`src/rtl/drp_responder.sv`:
```
// DRP target for the MMCM reconfiguration port: a 128 x 16 register bank with fixed-latency DRDY,
// a modelled RST/LOCKED sequence and sticky protocol-misuse flags.
module drp_responder #(
  parameter int pLATENCY     = 3,
  parameter int pLOCK_CYCLES = 64
) (
  input  logic        clk_usb,
  input  logic        reset_n,
  input  logic [6:0]  drp_addr,
  input  logic        drp_den,
  input  logic        drp_dwe,
  input  logic [15:0] drp_din,
  output logic [15:0] drp_dout,
  output logic        drp_drdy,
  input  logic        drp_reset,
  output logic        locked,
  output logic        busy,
  output logic        err_overlap,
  output logic        err_unsafe_wr,
  input  logic        err_clear
);

  typedef enum logic [1:0] {
    ST_IDLE = 2'd0,
    ST_WAIT = 2'd1,
    ST_DONE = 2'd2
  } state_t;

  localparam logic [3:0]  LAT_M1      = 4'(pLATENCY - 1);
  localparam logic [15:0] LOCK_TARGET = 16'(pLOCK_CYCLES);

  state_t      state_r;
  state_t      state_s;
  logic [3:0]  cnt_r;
  logic [6:0]  addr_r;
  logic [15:0] din_r;
  logic        dwe_r;
  logic [15:0] bank_r [0:127];
  logic [15:0] dout_r;
  logic        drdy_r;
  logic        busy_r;
  logic        ovl_r;
  logic        unsafe_r;
  logic [15:0] lock_cnt_r;
  logic        locked_r;
  logic        accept_s;
  logic        done_s;
  logic        ovl_set_s;
  logic        unsafe_set_s;

  // Next-state and per-cycle strobes of the request FSM.
  always_comb begin
    state_s      = state_r;
    accept_s     = 1'b0;
    case (state_r)
      ST_IDLE: begin
        if (drp_den) begin
          accept_s = 1'b1;
          state_s  = (pLATENCY == 1) ? ST_DONE : ST_WAIT;
        end else begin
          state_s  = ST_IDLE;
        end
      end
      ST_WAIT: begin
        if (cnt_r == 4'd1) begin
          state_s = ST_DONE;
        end else begin
          state_s = ST_WAIT;
        end
      end
      ST_DONE: state_s = ST_IDLE;
      default: state_s = ST_IDLE;
    endcase
    done_s       = (state_r == ST_DONE);
    ovl_set_s    = drp_den && (state_r != ST_IDLE);
    unsafe_set_s = done_s && dwe_r && !drp_reset;
  end

  // State register, latency counter and request latch.
  always_ff @(posedge clk_usb or negedge reset_n) begin
    if (!reset_n) begin
      state_r <= ST_IDLE;
      cnt_r   <= 4'd0;
      addr_r  <= 7'd0;
      din_r   <= 16'd0;
      dwe_r   <= 1'b0;
      busy_r  <= 1'b0;
    end else begin
      state_r <= state_s;
      busy_r  <= (state_s != ST_IDLE);
      if (accept_s) begin
        addr_r <= drp_addr;
        din_r  <= drp_din;
        dwe_r  <= drp_dwe;
        cnt_r  <= LAT_M1;
      end else if (state_r == ST_WAIT) begin
        cnt_r <= cnt_r - 4'd1;
      end
    end
  end

  // Bank access at completion; a read samples the bank as it stands in the DONE cycle.
  always_ff @(posedge clk_usb or negedge reset_n) begin
    if (!reset_n) begin
      for (int i = 0; i < 128; i++) begin
        bank_r[i] <= 16'd0;
      end
      dout_r <= 16'd0;
      drdy_r <= 1'b0;
    end else begin
      drdy_r <= done_s;
      if (done_s) begin
        if (dwe_r) begin
          bank_r[addr_r] <= din_r;
        end else begin
          dout_r <= bank_r[addr_r];
        end
      end
    end
  end

  // Sticky error flags; a set in the same cycle as err_clear takes priority.
  always_ff @(posedge clk_usb or negedge reset_n) begin
    if (!reset_n) begin
      ovl_r    <= 1'b0;
      unsafe_r <= 1'b0;
    end else begin
      if (ovl_set_s) begin
        ovl_r <= 1'b1;
      end else if (err_clear) begin
        ovl_r <= 1'b0;
      end
      if (unsafe_set_s) begin
        unsafe_r <= 1'b1;
      end else if (err_clear) begin
        unsafe_r <= 1'b0;
      end
    end
  end

  // Lock model: counting to the target first and flagging on the following edge places
  // LOCKED exactly pLOCK_CYCLES edges after the first counting edge.
  always_ff @(posedge clk_usb or negedge reset_n) begin
    if (!reset_n) begin
      lock_cnt_r <= 16'd0;
      locked_r   <= 1'b0;
    end else if (drp_reset) begin
      lock_cnt_r <= 16'd0;
      locked_r   <= 1'b0;
    end else if (!locked_r) begin
      if (lock_cnt_r == LOCK_TARGET) begin
        locked_r <= 1'b1;
      end else begin
        lock_cnt_r <= lock_cnt_r + 16'd1;
      end
    end
  end

  assign drp_dout      = dout_r;
  assign drp_drdy      = drdy_r;
  assign busy          = busy_r;
  assign locked        = locked_r;
  assign err_overlap   = ovl_r;
  assign err_unsafe_wr = unsafe_r;

endmodule

```
`config.mk`:
```
export PLATFORM = sky130hd
export DESIGN_NAME = drp_responder
export DESIGN_NICKNAME = d
export VERILOG_FILES = /design/src/rtl/drp_responder.sv
export SDC_FILE = /design/constraint.sdc
export NUM_CORES = 2
export LEC_CHECK = 0
export CAP_MARGIN = 0
export CORE_ASPECT_RATIO = 1.5
export CORE_MARGIN = 2
export CORE_UTILIZATION = 57
export CTS_CLUSTER_DIAMETER = 120
export DETAILED_ROUTE_END_ITERATION = 8
export PLACE_DENSITY = 0.84
export SLEW_MARGIN = 10
export SYNTH_ARGS = -nofsm -noshare
export SYNTH_HDL_FRONTEND = slang
export SYNTH_SLANG_ARGS = --single-unit
```
`constraint.sdc`:
```
create_clock -name clk_usb -period 2.05 [get_ports clk_usb]
set_input_delay 0.205 -clock clk_usb [delete_from_list [all_inputs] [get_ports clk_usb]]
set_output_delay 0.205 -clock clk_usb [all_outputs]
set_load 0.02 [all_outputs]
```
==> metrics.md <==
| Metric | Value |
|---|---|
| GR peak layer | met2 |
| Startpoint types | flop |
| Min Hold Slack | 253 ps |
| Die Height | 510 µm |
| Hold Fails Final Rpt | 0 |
| Die footprint | 0.174 mm² |
| H-tree lvl count | 4 |
| Synth Instances | 7074 |
| Iter 0 DRT Violations | 5963 |
| Drc violations | 0 |
| Via count | 65500 |
| Global route overflow | 0 |
| TritonCTS Sinks | 2115 |
| Hold crit path type | input port to async pin |
| Antenna viol nets, final | 0 |
| Top cell type's share of synthesized area | 54.4% |
| WL/cell | 29.6 µm |
| Die Span X | 341 µm |
| Failing checks | negative setup slack |
| Worst Skew | 27.2 ps |
| Row cnt | 185 |
| Worst ir drop on vdd | 0.00114 V |
| Outcome | complete, but fails checks |
| NumNets Final | 7563 |
| Pwr Density | 1020 mW/mm² |
| Setup ws final | -955 ps |
| Setup violations, final | 2080 |
| IO Count | 50 |
| Worst-path maximum fanout | 18 |
| CTS root buf | clkbuf_16 |
| Number of synthesized register bits | 2115 |
| Total power | 118 mW |
| Slew Limit Fails | 0 |
| All-Layer GR Usage | 33.3% |
| CTS tree | yes |
| Synth Area per Inst | 13.8 µm² |
| Crit path kind | flop to flop |
| Grt met2 use | 53.5% |
| Seq/Total Area, Yosys | 54.4% |
| Met1 Resource Use GR | 38.7% |
| Global-route wire length before repair | 437 mm |
| Syn Std Cell Area | 0.0973 mm² |
| Leakage power | 56.1 nW |
| Vias per cell | 6.59 |
| Period utilization | 147% |
| CP arrival | 3720 ps |
| TritonCTS buffer count | 186 |
| Pin count of the biggest net entering global routing | 110 |
| Rel. slew slack | 38.3% |
| Layout area overhead | 19.0% |
| Worst Tran Pin Value | 925 ps |
| GPL Wtd Cong | 0.923 |
| F_max | 333 MHz |
| Area contributors post-synth | dfrtp_1, mux2_2, mux2i_1, mux2_1, o22ai_1 |
| Dpl hpwl | 182 mm |
| Mapped Nets | 7107 |
| Worst-path clk slew | 70 ps |
| Met3 Usage GRT | 6.85% |
| Router iterations before antenna repair | 5 |
| Max-cap violations | 0 |
| Post-synthesis cell type count | 51 |
| Vias in the first global route | 70100 |
| WL final | 294 mm |
| Core Area | 0.169 mm² |
| Clock tree buffer depth | 3 |
| Initial Utilization | 57.4% |
| RSZ-0062 raised after global routing | true |
| Share of cells above drive strength 1 | 40.1% |
| Final Critical Period | 3010 ps |
| YS warnings | 0 |
| Clock Latency Late Sink | 850 ps |
| Crit path required time | 2760 ps |
| Critical Path End Type | flop |
| Yosys top cell by area | dfrtp_1 |
| Antenna violations before repair | 7 |
| I/O Buffers | 49 |
report_power, final:
group	switching [mW]	internal, mW
clock network	16.1	20.8
logic	21.8	13.7
registers	3.30	42.6
registers in the layout, indices dropped and copies added (netlist names):
| signal | cells |
|---|---|
| bank_r | 2048 |
| din_r | 16 |
| drp_dout | 16 |
| lock_cnt_r | 16 |
| addr_r | 7 |
| cnt_r | 4 |
| state_r | 2 |
| busy | 1 |
| drp_drdy | 1 |
| dwe_r | 1 |
| err_overlap | 1 |
| err_unsafe_wr | 1 |
| locked | 1 |
critical path, cell delays in order (launching register included):
cell,delay [ps]
dfrtp_4,450
buf_12,150
buf_16,210
buf_4,180
clkbuf_16,190
mux2i_1,240
o22ai_1,110
o21ai_0,300
buf_4,210
a41oi_1,110
buf_4,190
nor4_2,350
a21oi_1,150
layout make-up:
class | count | area, µm²
antenna | 5 | 12.5
clock buffer | 261 | 5370
clock inverter | 77 | 982
fill | 10500 | 53600
inverter | 7 | 26.3
multi-input combinational | 4313 | 42600
sequential | 2115 | 53000
tap | 2244 | 2810
timing repair buffer | 907 | 11000
kinds of logic after synthesis:
group           Yosys count  share of synthesized area, %
buf+inv                 654                          3.35
mux                    3072                          34.2
fa+ha+maj                 4                        0.0514
compound gates          860                          5.34
simple gates            355                          2.51
flops                  2115                          54.4
xor+xnor                 14                         0.126
cell usage in the layout (no fill, tap or decap), drive strengths merged, types with 18 or more instances in the layout:
cell | Yosys | layout
o22ai | 512 | 512
dfrtp | 2115 | 2115
mux2i | 1024 | 1024
clkinv | 0 | 39
a21oi | 18 | 18
o21ai | 263 | 263
nand2 | 158 | 166
mux2 | 2048 | 2048
clkdlybuf4s50 | 0 | 48
clkbuf | 287 | 265
a41oi | 65 | 65
dlygate4sd3 | 0 | 27
nor2 | 116 | 116
bufinv | 0 | 20
buf | 360 | 822
nor4 | 19 | 19
cell usage after synthesis, drive strengths merged:
cell,number
nand3b,4
and4,1
a21oi,18
and2b,2
buf,360
mux2,2048
and3,5
nor2,116
and2,2
nand2,158
nor2b,5
nor4b,1
nand3,16
nand2b,8
xor2,8
nor3b,2
o211ai,1
a41o,1
inv,7
o21ai,263
clkbuf,287
nor3,10
or4,1
o22ai,512
a41oi,65
mux2i,1024
or2,3
ha,4
dfrtp,2115
nor4,19
xnor2,6
nand4,2
layer usage:
layer	vias to the layer above	routed length, µm
met4	4	26900
met3	1179	22000
met5	-	26
met1	34300	105000
li1	26800	-
met2	3236	140000
what timing repair did:
action | in CTS | in global routing
pin swaps | 35 | 24
gates cloned | 19 | 4
hold buffers | 28 | 0
hold endpoints to repair | 1583 | 0
setup buffers | 19 | 17
resized for setup | 223 | 194
setup endpoints to repair | 2083 | 2086
stage by stage:
stage               instance area (µm²)  TNS, ps  instances  setup slack, ps  utilization, %
detailed placement               107000  -725490       9502            -1110            62.9
CTS                              115000  -806840       9904             -679            67.8
global route                     116000  -879140       9925             -979            68.3
floorplan                         97300        0       7074             18.7               -
global placement                 107000  -663180       9502            -1100            62.9
finish                           116000  -850610       9929             -955            68.3
final timing paths:
kind	from	endpoint	slack [ps]	cells past startpoint
worst max-delay path	addr_r[0]$_DFFE_PN0P_	drp_dout[2]$_DFFE_PN0P_	-960	12
worst min-delay path	reset_n	bank_r[1769]$_DFFE_PN0P_	250	3
worst max register to register	addr_r[0]$_DFFE_PN0P_	drp_dout[2]$_DFFE_PN0P_	-960	12
worst min register to register	bank_r[822]$_DFFE_PN0P_	bank_r[822]$_DFFE_PN0P_	490	1
max in group asynchronous	reset_n	bank_r[2018]$_DFFE_PN0P_	1090	3
min in group clk_usb	drp_den	din_r[0]$_DFFE_PN0P_	290	5
(Power assumes the default switching activity.)
